$ cat config.mk
export PLATFORM = sky130hd
export DESIGN_NAME = seq_restoring_divider
export DESIGN_NICKNAME = d
export VERILOG_FILES = /design/src/rtl/seq_restoring_divider.sv
export SDC_FILE = /design/constraint.sdc
export NUM_CORES = 1
export LEC_CHECK = 0
export ABC_AREA = 1
export ABC_CLOCK_PERIOD_IN_PS = 4300
export CAP_MARGIN = 20
export CORE_MARGIN = 2
export CORE_UTILIZATION = 55
export CTS_CLUSTER_DIAMETER = 40
export DETAILED_ROUTE_END_ITERATION = 7
export GPL_ROUTABILITY_DRIVEN = 0
export HOLD_SLACK_MARGIN = 0.06
export PLACE_DENSITY = 0.88
export SLEW_MARGIN = 20
export SYNTH_ARGS = -nofsm -noshare
export SYNTH_HDL_FRONTEND = slang
export SYNTH_SLANG_ARGS = --single-unit
export TNS_END_PERCENT = 5
$ cat constraint.sdc
create_clock -name clk -period 4.3 [get_ports clk]
set_clock_uncertainty 0.15 [all_clocks]
set_input_delay 0.86 -clock clk [delete_from_list [all_inputs] [get_ports clk]]
set_output_delay 0.86 -clock clk [all_outputs]
set_load 0.01 [all_outputs]
$ cat src/rtl/seq_restoring_divider.sv
// Multi-cycle radix-2 restoring divider, one quotient bit per clock, start/done handshake.
// Define SEQ_DIV_SIGNED_EN for two's-complement operands (magnitude core plus sign fix-up).
//
// state    | meaning
// S_IDLE   | waiting for start; results from the last operation held
// S_RUN    | one restoring iteration per edge; extra edge loads results (also the divide-by-zero path)
// S_FINISH | done pulse, results valid
module seq_restoring_divider #(
    parameter int WIDTH = 8
) (
    input  logic             clk,
    input  logic             rst_n,
    input  logic             start,
    input  logic [WIDTH-1:0] dividend,
    input  logic [WIDTH-1:0] divisor,
    output logic             busy,
    output logic             done,
    output logic [WIDTH-1:0] quotient,
    output logic [WIDTH-1:0] remainder,
    output logic             div_by_zero
);

    localparam int CW = $clog2(WIDTH);
    localparam logic [CW-1:0] CNT_INIT = CW'(WIDTH - 1);
    localparam logic [CW-1:0] CNT_ONE  = CW'(1);

    localparam logic [1:0] S_IDLE   = 2'd0;
    localparam logic [1:0] S_RUN    = 2'd1;
    localparam logic [1:0] S_FINISH = 2'd2;

    logic [1:0]       state;
    logic [CW-1:0]    cnt;
    logic             last;
    logic             dz_r;
    logic [WIDTH-1:0] q_r;
    logic [WIDTH-1:0] d_r;
    logic [WIDTH-1:0] p_r;
    logic [WIDTH:0]   p_shift;
    logic [WIDTH:0]   p_diff;
    logic [WIDTH-1:0] dvd_mag;
    logic [WIDTH-1:0] dvs_mag;
    logic [WIDTH-1:0] q_final;
    logic [WIDTH-1:0] r_final;

    // Restored P is always below the divisor, so only its WIDTH low bits need storing.
    always_comb begin
        p_shift = {p_r, q_r[WIDTH-1]};
        p_diff  = p_shift - {1'b0, d_r};
    end

`ifdef SEQ_DIV_SIGNED_EN
    logic q_neg;
    logic r_neg;

    assign dvd_mag = dividend[WIDTH-1] ? -dividend : dividend;
    assign dvs_mag = divisor[WIDTH-1] ? -divisor : divisor;
    // Divide by zero keeps the all-ones quotient regardless of operand signs.
    assign q_final = (q_neg && !dz_r) ? -q_r : q_r;
    assign r_final = r_neg ? -p_r : p_r;
`else
    assign dvd_mag = dividend;
    assign dvs_mag = divisor;
    assign q_final = q_r;
    assign r_final = p_r;
`endif

    always_ff @(posedge clk or negedge rst_n) begin
        if (!rst_n) begin
            state       <= S_IDLE;
            cnt         <= '0;
            last        <= 1'b0;
            dz_r        <= 1'b0;
            q_r         <= '0;
            d_r         <= '0;
            p_r         <= '0;
            busy        <= 1'b0;
            done        <= 1'b0;
            quotient    <= '0;
            remainder   <= '0;
            div_by_zero <= 1'b0;
`ifdef SEQ_DIV_SIGNED_EN
            q_neg       <= 1'b0;
            r_neg       <= 1'b0;
`endif
        end else begin
            done <= 1'b0;
            case (state)
                S_IDLE: begin
                    if (start) begin
                        div_by_zero <= 1'b0;
                        d_r         <= dvs_mag;
                        cnt         <= CNT_INIT;
                        state       <= S_RUN;
`ifdef SEQ_DIV_SIGNED_EN
                        q_neg       <= dividend[WIDTH-1] ^ divisor[WIDTH-1];
                        r_neg       <= dividend[WIDTH-1];
`endif
                        if (divisor == '0) begin
                            // Skip the iterations; results are loaded on the next edge.
                            dz_r <= 1'b1;
                            q_r  <= '1;
                            p_r  <= dvd_mag;
                            last <= 1'b1;
                        end else begin
                            dz_r <= 1'b0;
                            q_r  <= dvd_mag;
                            p_r  <= '0;
                            last <= 1'b0;
                            busy <= 1'b1;
                        end
                    end
                end
                S_RUN: begin
                    if (last) begin
                        quotient    <= q_final;
                        remainder   <= r_final;
                        div_by_zero <= dz_r;
                        busy        <= 1'b0;
                        done        <= 1'b1;
                        last        <= 1'b0;
                        state       <= S_FINISH;
                    end else begin
                        q_r <= {q_r[WIDTH-2:0], ~p_diff[WIDTH]};
                        p_r <= p_diff[WIDTH] ? p_shift[WIDTH-1:0] : p_diff[WIDTH-1:0];
                        if (cnt == '0)
                            last <= 1'b1;
                        else
                            cnt <= cnt - CNT_ONE;
                    end
                end
                S_FINISH: state <= S_IDLE;
                default:  state <= S_IDLE;
            endcase
        end
    end

endmodule
==> flow_summary_export.csv <==
group,metric,value,unit
outcome,outcome,"finished clean",
clocking,cts_tree,"built",
layout,fillCellCount,395,
grt,overflow,0,
pwr,ir_worst_vdd,356,uV
pwr,leakagePower,1.67,nW
timing,min_period,2.67,ns
drt,drc,0,
placed_design,io_buffers,37,
worst_setup_path,crit_path_end_kind,"flop",
layout,syn_to_final_growth,17.1,%
clocking,clkTransAtPathRegs,0.09,ns
layout,final-seq-area,0.00125,mm2
floorplanning,die_h,74.9,um
layout,fin_util,0.676,
timing,finalCritPeriodShare,0.620,
clocking,cts_buffers,5,
drt,dr.pass1.iters,5,
synthesis,ys_seq_area_frac,0.453,
clocking,ctsResizeCount,0,
drt,ant_nets,0,
synthesis,synth_area_per_cell,7.71,um2
synthesis,ys_warn_count,0,
clocking,h-tree-depth,2,
layout,final_nets,420,
worst_setup_path,start_kind,"primary input",
drt,wirelength,5600,um
pwr,p_per_area,860,mW/mm2
clocking,hold_buffers,0,
timing,hold_viol,0,
grt,grt_pass1_wl,9860,um
clocking,clk_latency,0.30,ns
clocking,cts.sinks,50,
timing,drv_slew,0,
clocking,root_buffer,"clkbuf_8",
drt,vias,2373,
clocking,post-cts-setup-buffers,0,
timing,slew_headroom,0.455,
drt,avgViaCountPerCell,5.19,
floorplanning,pin_count,38,
worst_setup_path,cp.required,4.39,ns
grt,grt_pass1_vias,2219,
worst_setup_path,critPathKind,"in2reg",
layout,final_cells,457,
flow_run,cap_violations,0,
placed_design,hpwl,4150,um
synthesis,ys_types,30,
timing,fmax,375,MHz
layout,antenna-diode-count,0,
grt,grt_util_all_layers,0.232,
synthesis,ys_ff_latch,50,
placed_design,dp.cells,450,
timing,whs,0.328,ns
grt,antenna_found_initial,0,
grt,grt_max_degree,51,
drt,first_iter_violations,154,
timing,worst_slew_pin_slew,0.816,ns
floorplanning,start_util,0.577,
synthesis,synthCells,358,
synthesis,synth_nets,388,
floorplanning,coreArea,0.00479,mm2
floorplanning,die_area,0.00560,mm2
drt,avgRoutedWirePerCell,12.3,um
layout,drive_gt1_frac,0.0615,
worst_setup_path,worstPathArrival,2.75,ns
min_path,hold_class,"reg2reg",
clocking,ctsLongestPathBuffers,2,
timing,setup_viol,0,
layout,multi_input_area,0.00119,mm2
synthesis,synth_area,0.00276,mm2
floorplanning,rows,25,
worst_setup_path,worstPathMaxFanout,11,
timing,fin_setup_tns,0,ns
timing,rsz0062_at_grt,"no",
floorplanning,die_width,74.9,um
[metal layers]
metal	wire length, um	vias up	global-route usage	share of wire
met2	2720	82	0.373	0.49
li1	-	1183	-	-
met3	266	9	0.0482	0.047
met1	2520	1099	0.312	0.45
met5	0	-	0	0
met4	100	0	0.0853	0.018
[synthesized netlist by cell type, drive strengths merged]
cell type	number	area [um2]
xor2	3	26.3
buf	5	35.0
a21oi	19	103
inv	70	263
a22oi	1	7.51
nor2	29	121
a31oi	2	12.5
fa	1	20.0
dfrtp	50	1250
nand2	79	330
ha	10	125
o21ai	50	250
xnor2	1	8.76
nand3	25	143
nand4	2	12.5
o211ai	1	7.51
or2	3	18.8
clkbuf	7	26.3
[path summary, 6_finish.rpt]
check,startpoint,end,slack [ns],cells after the start
worst max-delay path,divisor[5],p_r[3],1.63,7
worst min-delay path,remainder[6],remainder[6],0.33,2
max in group asynchronous,rst_n,remainder[4],3.17,1
min in group asynchronous,rst_n,d_r[7],0.41,1
worst min register to register,remainder[6],remainder[6],0.33,2
worst max register to register,q_final[7],p_r[7],1.97,14
[report_power, final]
| group | leakage (nW) | switching [W] | total [W] | internal, W |
|---|---|---|---|---|
| Clock | 0.0444 | 0.000154 | 0.000267 | 0.000113 |
| Sequential | 0.620 | 0.000117 | 0.000803 | 0.000685 |
| Combinational | 1.00 | 0.00106 | 0.00171 | 0.000648 |
[state kept, by name, indices dropped and copies added, names as in the netlist, 2 cells and up]
register	count
cnt	3
d_r	8
p_r	8
q_final	8
quotient	8
remainder	8
state	2
[kinds of logic after synthesis]
group,share of synthesized area
AO/OA/AOI/OAI,0.138
XOR/XNOR,0.0127
adder cells (fa/ha/maj),0.0526
buffers and inverters,0.117
flip-flops,0.453
AND/OR/NAND/NOR,0.227
[metrics by stage]
stage | power (W) | worst slack (ns) | area (um2)
2_1_floorplan | 0.00208 | 2.31 | 2760
3_3_place_gp | 0.00241 | 1.46 | 3150
3_5_place_dp | 0.00249 | 1.40 | 3150
4_1_cts | 0.00278 | 1.72 | 3230
5_1_grt | 0.00309 | 1.48 | 3230
6_report | 0.00278 | 1.63 | 3230
[critical path, cell delays in order]
cell,delay (ns)
clkdlybuf4s50_1,0.42
nor2_1,0.13
nand4_1,0.38
or2_0,0.50
o21ai_0,0.25
inv_1,0.07
a21oi_1,0.13
[layout by cell type, fill, tap and decap left out, types with 2 or more instances in the layout]
| cell | n |
|---|---|
| nand2_1 | 73 |
| inv_1 | 67 |
| dfrtp_1 | 50 |
| o21ai_0 | 48 |
| clkdlybuf4s50_1 | 36 |
| nor2_1 | 26 |
| nand3_1 | 23 |
| a21oi_1 | 17 |
| ha_1 | 10 |
| clkbuf_8 | 5 |
| nand2_2 | 4 |
| inv_2 | 3 |
| xor2_1 | 3 |
| or2_1 | 2 |
| nor2_2 | 2 |
| nand4_1 | 2 |
| a21oi_2 | 2 |
| o21ai_1 | 2 |
| a31oi_1 | 2 |
[area by class of cell]
cell class,count,share of cell area
Sequential cell,50,0.387
Tap cell,67,0.0259
Clock buffer,5,0.0213
Inverter,70,0.0812
Clock inverter,2,0.00426
Multi-Input combinational cell,226,0.367
Timing Repair Buffer,37,0.114
No activity file was read; power rests on OpenSTA's default activity.
==> RTL edit 1 (config.mk and constraints unchanged) <==
`WIDTH`: 8 -> 32.
--- a/src/rtl/seq_restoring_divider.sv
+++ b/src/rtl/seq_restoring_divider.sv
@@ -6,7 +6,7 @@
 // S_RUN    | one restoring iteration per edge; extra edge loads results (also the divide-by-zero path)
 // S_FINISH | done pulse, results valid
 module seq_restoring_divider #(
-    parameter int WIDTH = 8
+    parameter int WIDTH = 32
 ) (
     input  logic             clk,
     input  logic             rst_n,
Interface: changed (resized dividend, divisor, quotient and remainder); port bits go from 38 to 134. No check against the original RTL was run, so the function may have changed too.
==> RTL edit 1 against the original RTL <==
Worst setup slack got worse by 400 ps. Area after synthesis rose to 3.9 times the old value. Cell area rose to 4.0 times the old value. Routed wire length rose to 5.3 times the old value. Maximum frequency fell by 13%. Via count rose to 4.4 times the old value. Synthesized cell count rose to 4.4 times the old value. Sequential cell count rose by 122.
Power is not shown: default switching activity piles up to over one toggle a cycle in this logic, so the estimate is an artifact.
==> RTL edit 1: results (changes against the original RTL) <==
- The fraction of the core area covered by cells at the end of the flow is 67.83% (was 67.58%).
- The aggregate global-route resource usage is 29.62% (was 23.21%).
- The share of final layout cell area taken by clock buffers and inverters was 5.086% (was 2.553%).
- The cell at the root of the clock tree was sky130_fd_sc_hd__clkbuf_16 (was sky130_fd_sc_hd__clkbuf_8).
- The reg-to-reg startpoint is d_r[0] (was q_final[7]).
- The largest fanout of any net on the critical path is 23 (was 11).
- The worst hold-check path type is input port to asynchronous set/reset pin (was flop to flop).
- The number of global-route vias before repair is 9737 (was 2219).
- The number of distinct library cells after synthesis was 36 (was 30).
- The depth of the worst register-to-register path came to 17 (was 14).
- The number of fillers in the final layout is 1620 (was 395).
- The post-placement setup slack is 757.2 ps (was 1400 ps).
- Run status: finished clean (unchanged).
- The total clock buffers created by CTS is 17 (was 5).
- The sum of met2 wire segment lengths after detailed routing came to 13.62 mm (was 2.721 mm).
- The sequential cell area fraction in the yosys report is 40.37% (was 45.31%).
- The endpoint of the lowest-slack register-to-register path is p_r[25] (was p_r[7]).
- The synthesized net count is 1680 (was 388).
- The register fraction of the total cell area came to 33.58% (was 38.68%).
- The total of buffers placed on input and output ports is 133 (was 37).
- The share of cells above drive strength 1 was 4.309% (was 6.154%).
- List of most frequent post-synthesis cells: sky130_fd_sc_hd__nand2_1, sky130_fd_sc_hd__inv_1, sky130_fd_sc_hd__o21ai_0 (was sky130_fd_sc_hd__nand2_1, sky130_fd_sc_hd__inv_1, sky130_fd_sc_hd__dfrtp_1).
- The final routed wire length divided by cell count is 15.21 um (was 12.26 um).
- The H-tree depth is 4 (was 2).
- The final routed wirelength across all metal layers is 29.71 mm (was 5.604 mm).
-- RTL edit 1: logic make-up after synthesis --
group / count (synthesis) / synth area share (%)
buf+inv: 405 / 14.76
compound gates: 278 / 13.39
simple gates: 673 / 26.07
xor+xnor: 15 / 1.232
fa+ha+maj: 35 / 4.177
flops: 172 / 40.37
-- RTL edit 1: worst max-delay path, cell delays in order --
cell and delay (ps):
sky130_fd_sc_hd__clkdlybuf4s50_1 410, sky130_fd_sc_hd__nor4_1 480, sky130_fd_sc_hd__nand3_1 290, sky130_fd_sc_hd__nor2_1 310, sky130_fd_sc_hd__inv_1 270, sky130_fd_sc_hd__buf_8 250, sky130_fd_sc_hd__a21oi_1 170, sky130_fd_sc_hd__o21ai_0 110
sky130_fd_sc_hd__o21ai_0 120
-- RTL edit 1: routing by layer --
metal  global-route usage [%]  vias to the layer above
met3                    5.801                       93
met4                    13.16                        0
met1                    39.58                     4779
li1                         -                     5037
met2                    46.97                      534
met5                        0                        -
==> RTL edit 2 (config.mk and constraints unchanged) <==
Made on the original files. Add an input register stage for `start`, without a reset; this delays it by one clock. The other inputs are not delayed to match. Comments in the files are not updated.
--- a/src/rtl/seq_restoring_divider.sv
+++ b/src/rtl/seq_restoring_divider.sv
@@ -27,6 +27,12 @@
     localparam logic [1:0] S_IDLE   = 2'd0;
     localparam logic [1:0] S_RUN    = 2'd1;
     localparam logic [1:0] S_FINISH = 2'd2;
+
+    logic start_q;
+
+    always_ff @(posedge clk) begin
+        start_q <= start;
+    end
 
     logic [1:0]       state;
     logic [CW-1:0]    cnt;
@@ -86,7 +92,7 @@
             done <= 1'b0;
             case (state)
                 S_IDLE: begin
-                    if (start) begin
+                    if (start_q) begin
                         div_by_zero <= 1'b0;
                         d_r         <= dvs_mag;
                         cnt         <= CNT_INIT;
Function: changed (a bounded check fails within 4 cycles, from zero or initial values and one cycle with rst_n low).
==> RTL edit 2 against the original RTL <==
Critical endpoint unchanged. Final cell count rose by 0.44%. Worst setup slack improved by 19 ps. Sequential cell count rose by 1. Clock power rose by 11%. Worst hold slack improved by 8.5 ps. Sequential share of layout area rose by 0.17 points. Highest routed layer unchanged. Largest cell class unchanged. Critical path depth did not move. Cell area rose by 1.2%. Routed wire length rose by 2.4%. Power rose by 1.6%. Synthesized cell count rose by 0.28%. Area after synthesis rose by 0.72%.
==> RTL edit 2: results (changes against the original RTL) <==
- The count of instances resized after the clock tree is built is 0 (unchanged).
- The primary flip-flop cell chosen by synthesis mapping is sky130_fd_sc_hd__dfrtp_1 (unchanged).
- The cell at the root of the clock tree was sky130_fd_sc_hd__clkbuf_8 (unchanged).
- The total via count in the routed design is 2282 (was 2373).
- The total of buffers placed on input and output ports came to 37 (unchanged).
- The aggregate global-route resource usage is 23.18% (was 23.21%).
- Main area contributors after synthesis: sky130_fd_sc_hd__dfrtp_1, sky130_fd_sc_hd__nand2_1, sky130_fd_sc_hd__inv_1 (unchanged).
- The worst hold-check path type is flop to flop (unchanged).
- The quantity of hold-fixing buffers added after cts came to 0 (unchanged).
- The fraction of synthesis flops using an asynchronous set or reset pin is 98.04% (was 100.0%).
- The wire length of the first global-routing pass came to 9.956 mm (was 9.860 mm).
- The H-tree depth is 2 (unchanged).
- The largest vdd supply drop was 0.3808 mV (was 0.3560 mV).
- The antenna cell count is 0 (unchanged).
- The final routed wirelength across all metal layers was 5.739 mm (was 5.604 mm).
- The post-placement setup slack came to 1362 ps (was 1400 ps).
- The static leakage is 1.681 nW (was 1.666 nW).
- At the later pin of the worst-skew pair, clock insertion delay measures 290 ps.
- The total clock buffers created by CTS is 5 (unchanged).
- The net count of the finished layout is 421 (was 420).
- The largest net degree at the start of global routing came to 51 (unchanged).
- The sequential cell area fraction in the yosys report is 45.70% (was 45.31%).
- The total number of yosys warnings is 0 (unchanged).
- The deepest clock path buffer count is 2 (unchanged).
- The first-iteration detailed-routing DRC count is 144 (was 154).
- The CTS clock-pin slew for the worst setup and hold paths came to 90 ps (about the same).
- The half-perimeter wire length of the detailed placement result is 4.214 mm (was 4.149 mm).
- The largest fanout of any net on the critical path is 11 (unchanged).
- List of most frequent post-synthesis cells: sky130_fd_sc_hd__nand2_1, sky130_fd_sc_hd__inv_1, sky130_fd_sc_hd__dfrtp_1 (unchanged).
- The number of detailed-routing iterations run before antenna repair is 4 (was 5).
- The final routed DRC violation total is 0 (unchanged).
- The share of cells above drive strength 1 came to 6.122% (was 6.154%).
- The synthesized net count is 389 (was 388).
- The number of distinct library cells after synthesis is 31 (was 30).
- The buffers inserted during post-CTS setup optimization came to 0 (unchanged).
- The critical path arrival is 2720 ps (was 2750 ps).
- The initial antenna violation count is 0 (unchanged).
- The cell-internal power was 1.492 mW (was 1.446 mW).
- The number of global-route vias before repair is 2231 (was 2219).
- The number of fillers in the final layout is 378 (was 395).
- The headroom to the max-slew limit came to 47.82% (was 45.54%).
- Run status: finished clean (unchanged).
## RTL edit 2: through the flow
stage	hold WS [ps]	instances	cell area (um^2)
2_1_floorplan	298.3	359	2781
3_3_place_gp	313.8	451	3169
3_5_place_dp	320.9	451	3169
4_1_cts	343.0	459	3269
5_1_grt	376.0	459	3272
6_report	336.6	459	3272
## RTL edit 2: area by class of cell
type,instances,share of cell area [%]
repair buffers,37,11.24
multi-input cells,226,36.25
inverters,70,8.031
clock buffers,8,3.059
well taps,67,2.562
flip-flops and latches,51,38.85
## RTL edit 2: worst max-delay path, cell delays in order
cell and delay, ps:
sky130_fd_sc_hd__clkdlybuf4s50_1 440, sky130_fd_sc_hd__nor2_1 110, sky130_fd_sc_hd__nand4_1 400, sky130_fd_sc_hd__or2_0 480
sky130_fd_sc_hd__o21ai_0 220, sky130_fd_sc_hd__inv_1 60, sky130_fd_sc_hd__a21oi_1 130
## RTL edit 2: cells by family after synthesis
| family | count (synthesis) | share of synthesized area [%] |
|---|---|---|
| buffers and inverters | 82 | 11.65 |
| flip-flops | 51 | 45.70 |
| AND/OR/NAND/NOR | 138 | 22.49 |
| adder cells (fa/ha/maj) | 11 | 5.218 |
| XOR/XNOR | 4 | 1.260 |
| AO/OA/AOI/OAI | 73 | 13.68 |
## RTL edit 2: power groups by stage
| stage | Sequential, mW | Clock [mW] | Combinational [mW] |
|---|---|---|---|
| final | 0.810 | 0.296 | 1.72 |
| after global routing | 0.835 | 0.322 | 1.96 |
| after CTS | 0.810 | 0.303 | 1.71 |
| after detailed placement | 0.820 | 0 | 1.69 |
| after global placement | 0.813 | 0 | 1.64 |
| after floorplan | 0.827 | 0 | 1.27 |
## RTL edit 2: path summary, 6_finish.rpt
kind / from / to / slack [ps] / cells after the start
max in group asynchronous: rst_n / remainder[2] / 3140 / 1
max reg2reg: q_final[7] / p_r[7] / 2050 / 14
max: divisor[0] / p_r[3] / 1650 / 7
min: remainder[6] / remainder[6] / 340 / 2
min reg2reg: remainder[6] / remainder[6] / 340 / 2
min in group asynchronous: rst_n / dz_r / 420 / 1
## RTL edit 2: per-layer routing
layer  global-route usage [%]  vias to the layer above  part of all wire (%)
met5                        0                        -                     0
met4                    6.944                        0                   1.5
met3                    3.481                        7                   4.1
met2                    38.60                       52                    50
met1                    31.53                     1032                    45
li1                         -                     1191                     -
